**config.mk**
```make
export PLATFORM = sky130hd
export DESIGN_NAME = reg_file_wr_demux
export DESIGN_NICKNAME = d
export VERILOG_FILES = /design/src/rtl/reg_file_wr_demux.sv
export SDC_FILE = /design/constraint.sdc
export NUM_CORES = 2
export LEC_CHECK = 0
export BUFFER_PORTS_ARGS = -buffer_cell sky130_fd_sc_hd__buf_4
export CORE_MARGIN = 8
export CORE_UTILIZATION = 51
export CTS_BUF_LIST = sky130_fd_sc_hd__clkbuf_2
export DETAILED_ROUTE_END_ITERATION = 6
export GPL_TIMING_DRIVEN = 0
export HOLD_SLACK_MARGIN = 0.12
export PLACE_DENSITY = 0.73
export REMOVE_ABC_BUFFERS = 1
export SYNTH_ARGS = -nofsm -noshare
export SYNTH_HDL_FRONTEND = slang
export SYNTH_SLANG_ARGS = --single-unit
```
**constraint.sdc**
```tcl
create_clock -name clk -period 3.6 [get_ports clk]
set_input_delay 0.18 -clock clk [delete_from_list [all_inputs] [get_ports clk]]
set_output_delay 0.18 -clock clk [all_outputs]
set_load 0.05 [all_outputs]
```
**src/rtl/reg_file_wr_demux.sv**
```systemverilog
// ---------------------------------------------------------------------------
// reg_file_wr_demux
//
// 32 x 32-bit MIPS general-purpose register file for the single-cycle
// datapath. A 5-to-32 one-hot write decoder steers write-back data into
// exactly one register per clock. Two combinational read ports feed the
// ALU operand selectors. Register $0 reads as zero at all times.
//
// Ports:
//   clk          in   rising-edge clock
//   reset        in   synchronous, active-high; clears every register and
//                     write_onehot (wins over write_en)
//   write_en     in   RegWrite qualifier
//   write_addr   in   destination register index
//   write_data   in   write-back value
//   read_addr1   in   rs index
//   read_addr2   in   rt index
//   read_data1   out  register[read_addr1], combinational, no bypass
//   read_data2   out  register[read_addr2], combinational, no bypass
//   write_onehot out  registered decode of the write accepted at the
//                     previous edge (all zero if none / write to $0)
// ---------------------------------------------------------------------------
module reg_file_wr_demux #(
   parameter int WIDTH  = 32,
   parameter int ADDR_W = 5
) (
   input  logic                   clk,
   input  logic                   reset,
   input  logic                   write_en,
   input  logic [ADDR_W-1:0]      write_addr,
   input  logic [WIDTH-1:0]       write_data,
   input  logic [ADDR_W-1:0]      read_addr1,
   input  logic [ADDR_W-1:0]      read_addr2,
   output logic [WIDTH-1:0]       read_data1,
   output logic [WIDTH-1:0]       read_data2,
   output logic [(2**ADDR_W)-1:0] write_onehot
);

   localparam int DEPTH = 2 ** ADDR_W;

   logic [WIDTH-1:0] regs_q [DEPTH];
   logic [WIDTH-1:0] regs_d [DEPTH];
   logic [DEPTH-1:0] onehot_d;
   logic [DEPTH-1:0] onehot_q;

   // Write decoder. Bit 0 is cleared after the decode so a write to $0
   // becomes a no-op and never shows up on write_onehot.
   always_comb begin
      onehot_d = '0;
      if (write_en) begin
         onehot_d[write_addr] = 1'b1;
      end
      onehot_d[0] = 1'b0;
   end

   // Next-state for the register array: only the decoded register loads.
   always_comb begin
      for (int k = 0; k < DEPTH; k++) begin
         regs_d[k] = regs_q[k];
         if (onehot_d[k]) begin
            regs_d[k] = write_data;
         end
      end
   end

   always_ff @(posedge clk) begin
      if (reset) begin
         for (int k = 0; k < DEPTH; k++) begin
            regs_q[k] <= '0;
         end
         onehot_q <= '0;
      end else begin
         for (int k = 0; k < DEPTH; k++) begin
            regs_q[k] <= regs_d[k];
         end
         onehot_q <= onehot_d;
      end
   end

   // Address 0 is forced to zero on the read side as well, so $0 reads as
   // zero even before the first reset has cleared the storage.
   always_comb begin
      read_data1 = regs_q[read_addr1];
      read_data2 = regs_q[read_addr2];
      if (read_addr1 == '0) begin
         read_data1 = '0;
      end
      if (read_addr2 == '0) begin
         read_data2 = '0;
      end
   end

   assign write_onehot = onehot_q;

endmodule
```
* Yosys cells after proc, flatten, opt, wreduce, memory -nomap -nowiden
Memory sizes are Yosys's and may differ from the RTL's. Cells that the tools add are included.
Cells by class: bitwise gates (word level) 32, order comparisons 2, reduce and logical (&&, ||, !) cells 35, eq/ne operators 32, mux-type cells 71
Operators by type and width (count):
- $mux 32 | 66
- $reduce_and 2->1 | 32
- $or 1x1->1 | 32
- $ne 1x1->1 const B | 31
- $logic_not 5->1 | 2
- $lt 5x6->1 const B | 1
- $demux 1 s5 | 1
- $ge 5x1->1 const B | 1
- $mux 1 | 4
- $logic_and 1x1->1 | 1
- $ne 0x0->1 | 1
Word-level totals: bits in registers 32, input bits 50, logic and storage cells 175, output and inout port bits 96, memories 1, RAM bits 1024
Memories:
- regs_q | words 32, bits a word 32, read ports 2, clocked after Yosys merged registers in 0, write ports 32, RTL line 41 | logic [WIDTH-1:0] regs_q [DEPTH];

* Logic depth before layout (Yosys ltp)
word-level depth 8, mapped depth 9, mapped depth without buffers 5

* Least setup slack after synthesis
Ideal clock, no wire load.
kind input-to-reg, from in write_addr[1], to mem regs_q[20][0] (enable), slack 0.713 ns, stages on the path 4, arrival time 2.459 ns, path buffers 2, cell sequence clkbuf_1 -> or3b_2 -> clkbuf_1 -> o21bai_1
RTL lines:
- start, declared | RTL line 30 | input logic [ADDR_W-1:0] write_addr,
- end, declared | RTL line 41

==> key figures <==
Setup path
  – Cell family with most CP delay: buffers and inverters
  – CP Launch Point: write_addr[4]
  – CP peak stage delay: 740 ps
  – WS Path Type: input port to flop
  – Crit-path slowest cell: dlygate4sd3_1
  – Worst setup SP type: input port
  – Endpoint type of the worst setup path: flop
  – Crit path to: regs_q[5][4]
  – Critical path, cell by cell: dlygate4sd3_1 > dlygate4sd3_1 > buf_4 > dlygate4sd3_1 > nor3b_1 > dlygate4sd3_1 > nand2_2 > dlygate4sd3_1 > buf_12 > nand2b_2 > buf_12
  – Count of buffer and inverter cells on the critical path: 8
  – Worst Path Required: approximately 4700 ps
  – Worst-path fanout max: 33
  – Cell count along the critical path: 11
  – Worst path arrival time: approximately 4700 ps
  – CP dominant cell by count: dlygate4sd3_1

Finish
  – Nets: 3,734
  – Layout cells sized above 1: 0.3095
  – Most frequent cells in the layout: edfxtp_1, nor2_1, mux4_2
  – Final Core Density: 0.5791
  – Layout overhead on the synthesized area: 13.00%
  – # fillers: between 7,000 and 8,000
  – Commonest non-fill, non-tap cell in the layout: edfxtp_1

Run
  – Max_cap viols: 0

Yosys
  – Syn Area/Cell: 14.62 sq um
  – Synth Register Bits: between 1,000 and 1,500
  – Synth warn: 0
  – Post-Syn Area: approximately 50,000 sq um
  – Main synth FF type: edfxtp_1
  – Synth area leader: edfxtp_1
  – EDFF count, synth: slightly below 1,000
  – Post-Synthesis Cells: 3,436
  – Async S/R FF share, synth: 0
  – Cell variety after synth: between 40 and 50
  – Top cell type's share of synthesized area: 0.5932
  – Sequential-to-total area share from yosys stat: 0.6055
  – Top post-synthesis cells by area: edfxtp_1, mux4_2, nor2_1

Pwr
  – Int Pwr: between 15,000 and 20,000 uW
  – Comb pwr share: 0.156
  – Clock share of power: 0.302
  – P_sw: roughly 7500 uW
  – Net Sw Frac: 0.2863
  – IR drop worst, VDD: around 0.00033 V
  – Pleak: around 0.02 uW
  – Pwr/cell area: about 460 nW/um^2
  – Sequential Power Share: 0.542

Timing
  – Crit share post-route: 0.9978
  – Setup-failing EPs final: 0
  – Final min period: between 3000 and 4000 ps
  – Worst-Margin Slew: between 1000 and 1500 ps
  – RSZ-0062 raised after global routing: yes
  – Final hold vios: 0
  – Highest Clock Rate: ~0.28 GHz
  – Slew headroom: 0.006133
  – Setup TNS: 0 ps
  – Final Max Slew Viols: 0

CTS
  – Sink Count: 1,023
  – CTS Root Cell: clkbuf_2
  – Worst-path clk slew: approximately 110 ps
  – CTS tree: done
  – Max H-tree Level: 5
  – Longest Clk Path Bufs: 4
  – CTS buffer count: ~280

Route
  – Routed WL per cell: ~30 um
  – Vias per cell: about 6.6
  – Pre-antenna DRT Iters: 6
  – Initial DRC count: just under 5,000
  – Detail Route Antenna Nets: 0
  – WL final: roughly 160 mm
  – DRC viols: 0
  – Vias: between 30,000 and 40,000

Global route
  – Maximum number of pins on one net before global-route repair: around 110
  – Most used routing layer: met2
  – Total GRT Usage: 0.2802
  – Met1 usage: 0.3497
  – Vias in the first global route: roughly 35,000
  – GR Util met2: 0.4546
  – Met3 layer usage reported by global route: 0.07275
  – Grt ovf: 0
  – Initial antenna violation count: 3
  – First-pass GRT wire length: about 220 mm

Floorplanning
  – Io pins: 146
  – Core Region: between 90,000 and 100,000 sq um
  – Core Rows: about 120
  – Die Y: approximately 330 um
  – Die area: between 100,000 and 150,000 sq um
  – Starting density of the core: 0.5125
  – Die Width: approximately 330 um

Worst hold path
  – Hold Crit Depth: 6
  – Hold Path Class: input port to flop

Place
  – GP Congestion: a little under 0.8
  – Port Buffers: 144
  – Detail Placement HPWL: approximately 91 mm

Status
  – Status: complete, no violations
==> cells in the mapped netlist (2+ instances only) <==
cell	count
edfxtp_1	992
nor2_1	615
mux4_2	410
nand2_1	249
clkbuf_1	183
a21oi_1	141
mux2i_1	134
buf_2	81
mux2_2	63
nand2b_1	53
nor3_1	53
nor2b_1	43
a221oi_1	40
nand3_1	39
a22oi_1	32
inv_1	32
o211ai_1	32
dfxtp_1	31
o21ai_1	31
buf_1	29
buf_4	26
o21ai_0	23
buf_6	22
o221ai_1	22
o21bai_1	12
a311oi_1	7
a41oi_1	5
a211oi_1	4
nand3b_1	4
o22ai_1	4
nor3b_1	3
a2111oi_0	2
a21o_1	2
and2_0	2
and3_1	2
and3b_1	2
==> metal layers <==
metal  part of all wire  wire (um)
met5           0.000077         12
met4              0.053       8248
met3               0.12      18860
met2               0.48      74540
met1               0.35      53640
==> cells by family (layout without fill, tap and decap cells) <==
family                 count (synthesis)  count (layout)  share of synthesized area
AND/OR/NAND/NOR                     1069            1070                    0.08818
flip-flops                          1023            1023                     0.6055
multiplexers                         607             607                     0.2247
buffers and inverters                376             790                    0.03558
AO/OA/AOI/OAI                        360             360                    0.04592
other                                  1              13                 0.00007467
==> power by group through the flow <==
stage                     sequential (uW)  combinational, uW  clock [uW]
final                               14300               4120        7950
after global routing                14400               4300        8570
after CTS                           14300               4040        7980
after detailed placement            14500               3920           0
after global placement              14500               3810           0
after floorplan                     14400               2290           0
==> cell type report <==
| cell class | count | area (sq um) | area share |
|---|---|---|---|
| clock buffer | 391 | 1957 | 0.03449 |
| inverter | 34 | 132.6 | 0.002337 |
| timing repair buffer | 311 | 3799 | 0.06694 |
| tap | 1287 | 1610 | 0.02838 |
| sequential | 1023 | 30410 | 0.5359 |
| multi-input combinational | 2038 | 18460 | 0.3253 |
| antenna | 12 | 30.03 | 0.0005292 |
| clock inverter | 54 | 346.6 | 0.006108 |
==> worst min-delay path by stage <==
| stage | startpoint | end |
|---|---|---|
| 3_3_place_gp | write_addr[4] | write_onehot[18] |
| 6_report | write_addr[3] | regs_q[17][24] |
| 3_5_place_dp | write_addr[4] | write_onehot[18] |
| 2_1_floorplan | reset | write_onehot[10] |
| 4_1_cts | write_addr[3] | write_onehot[16] |
| 5_1_grt | write_addr[3] | regs_q[13][12] |
==> through the flow <==
step | power, uW | cells | setup slack [ps] | hold WS [ps] | area, sq um
6_report | 26350 | 5150 | 7.928 | 276.6 | 56750
5_1_grt | 27220 | 5143 | -35.85 | 206.0 | 56730
4_1_cts | 26270 | 5136 | 6.664 | 121.9 | 56530
3_5_place_dp | 18450 | 4595 | -572.9 | 537.8 | 53160
2_1_floorplan | 16690 | 3094 | 251.6 | 252.4 | 48560
3_3_place_gp | 18330 | 4525 | -6134 | 517.6 | 51250
==> state kept, by name, summed over array words and instances, names as in the netlist <==
register      cells
regs_q          992
write_onehot     31
==> what timing repair did <==
action / in CTS / in global routing
gates resized for setup: 16 / 31
setup endpoints to repair: 49 / 99
hold buffers: 92 / 0
setup buffers: 2 / 0
hold endpoints to repair: 1630 / 0
pin swaps: 5 / 11
cloned: 2 / 2
Note: power is estimated with default switching activity, not from simulation.
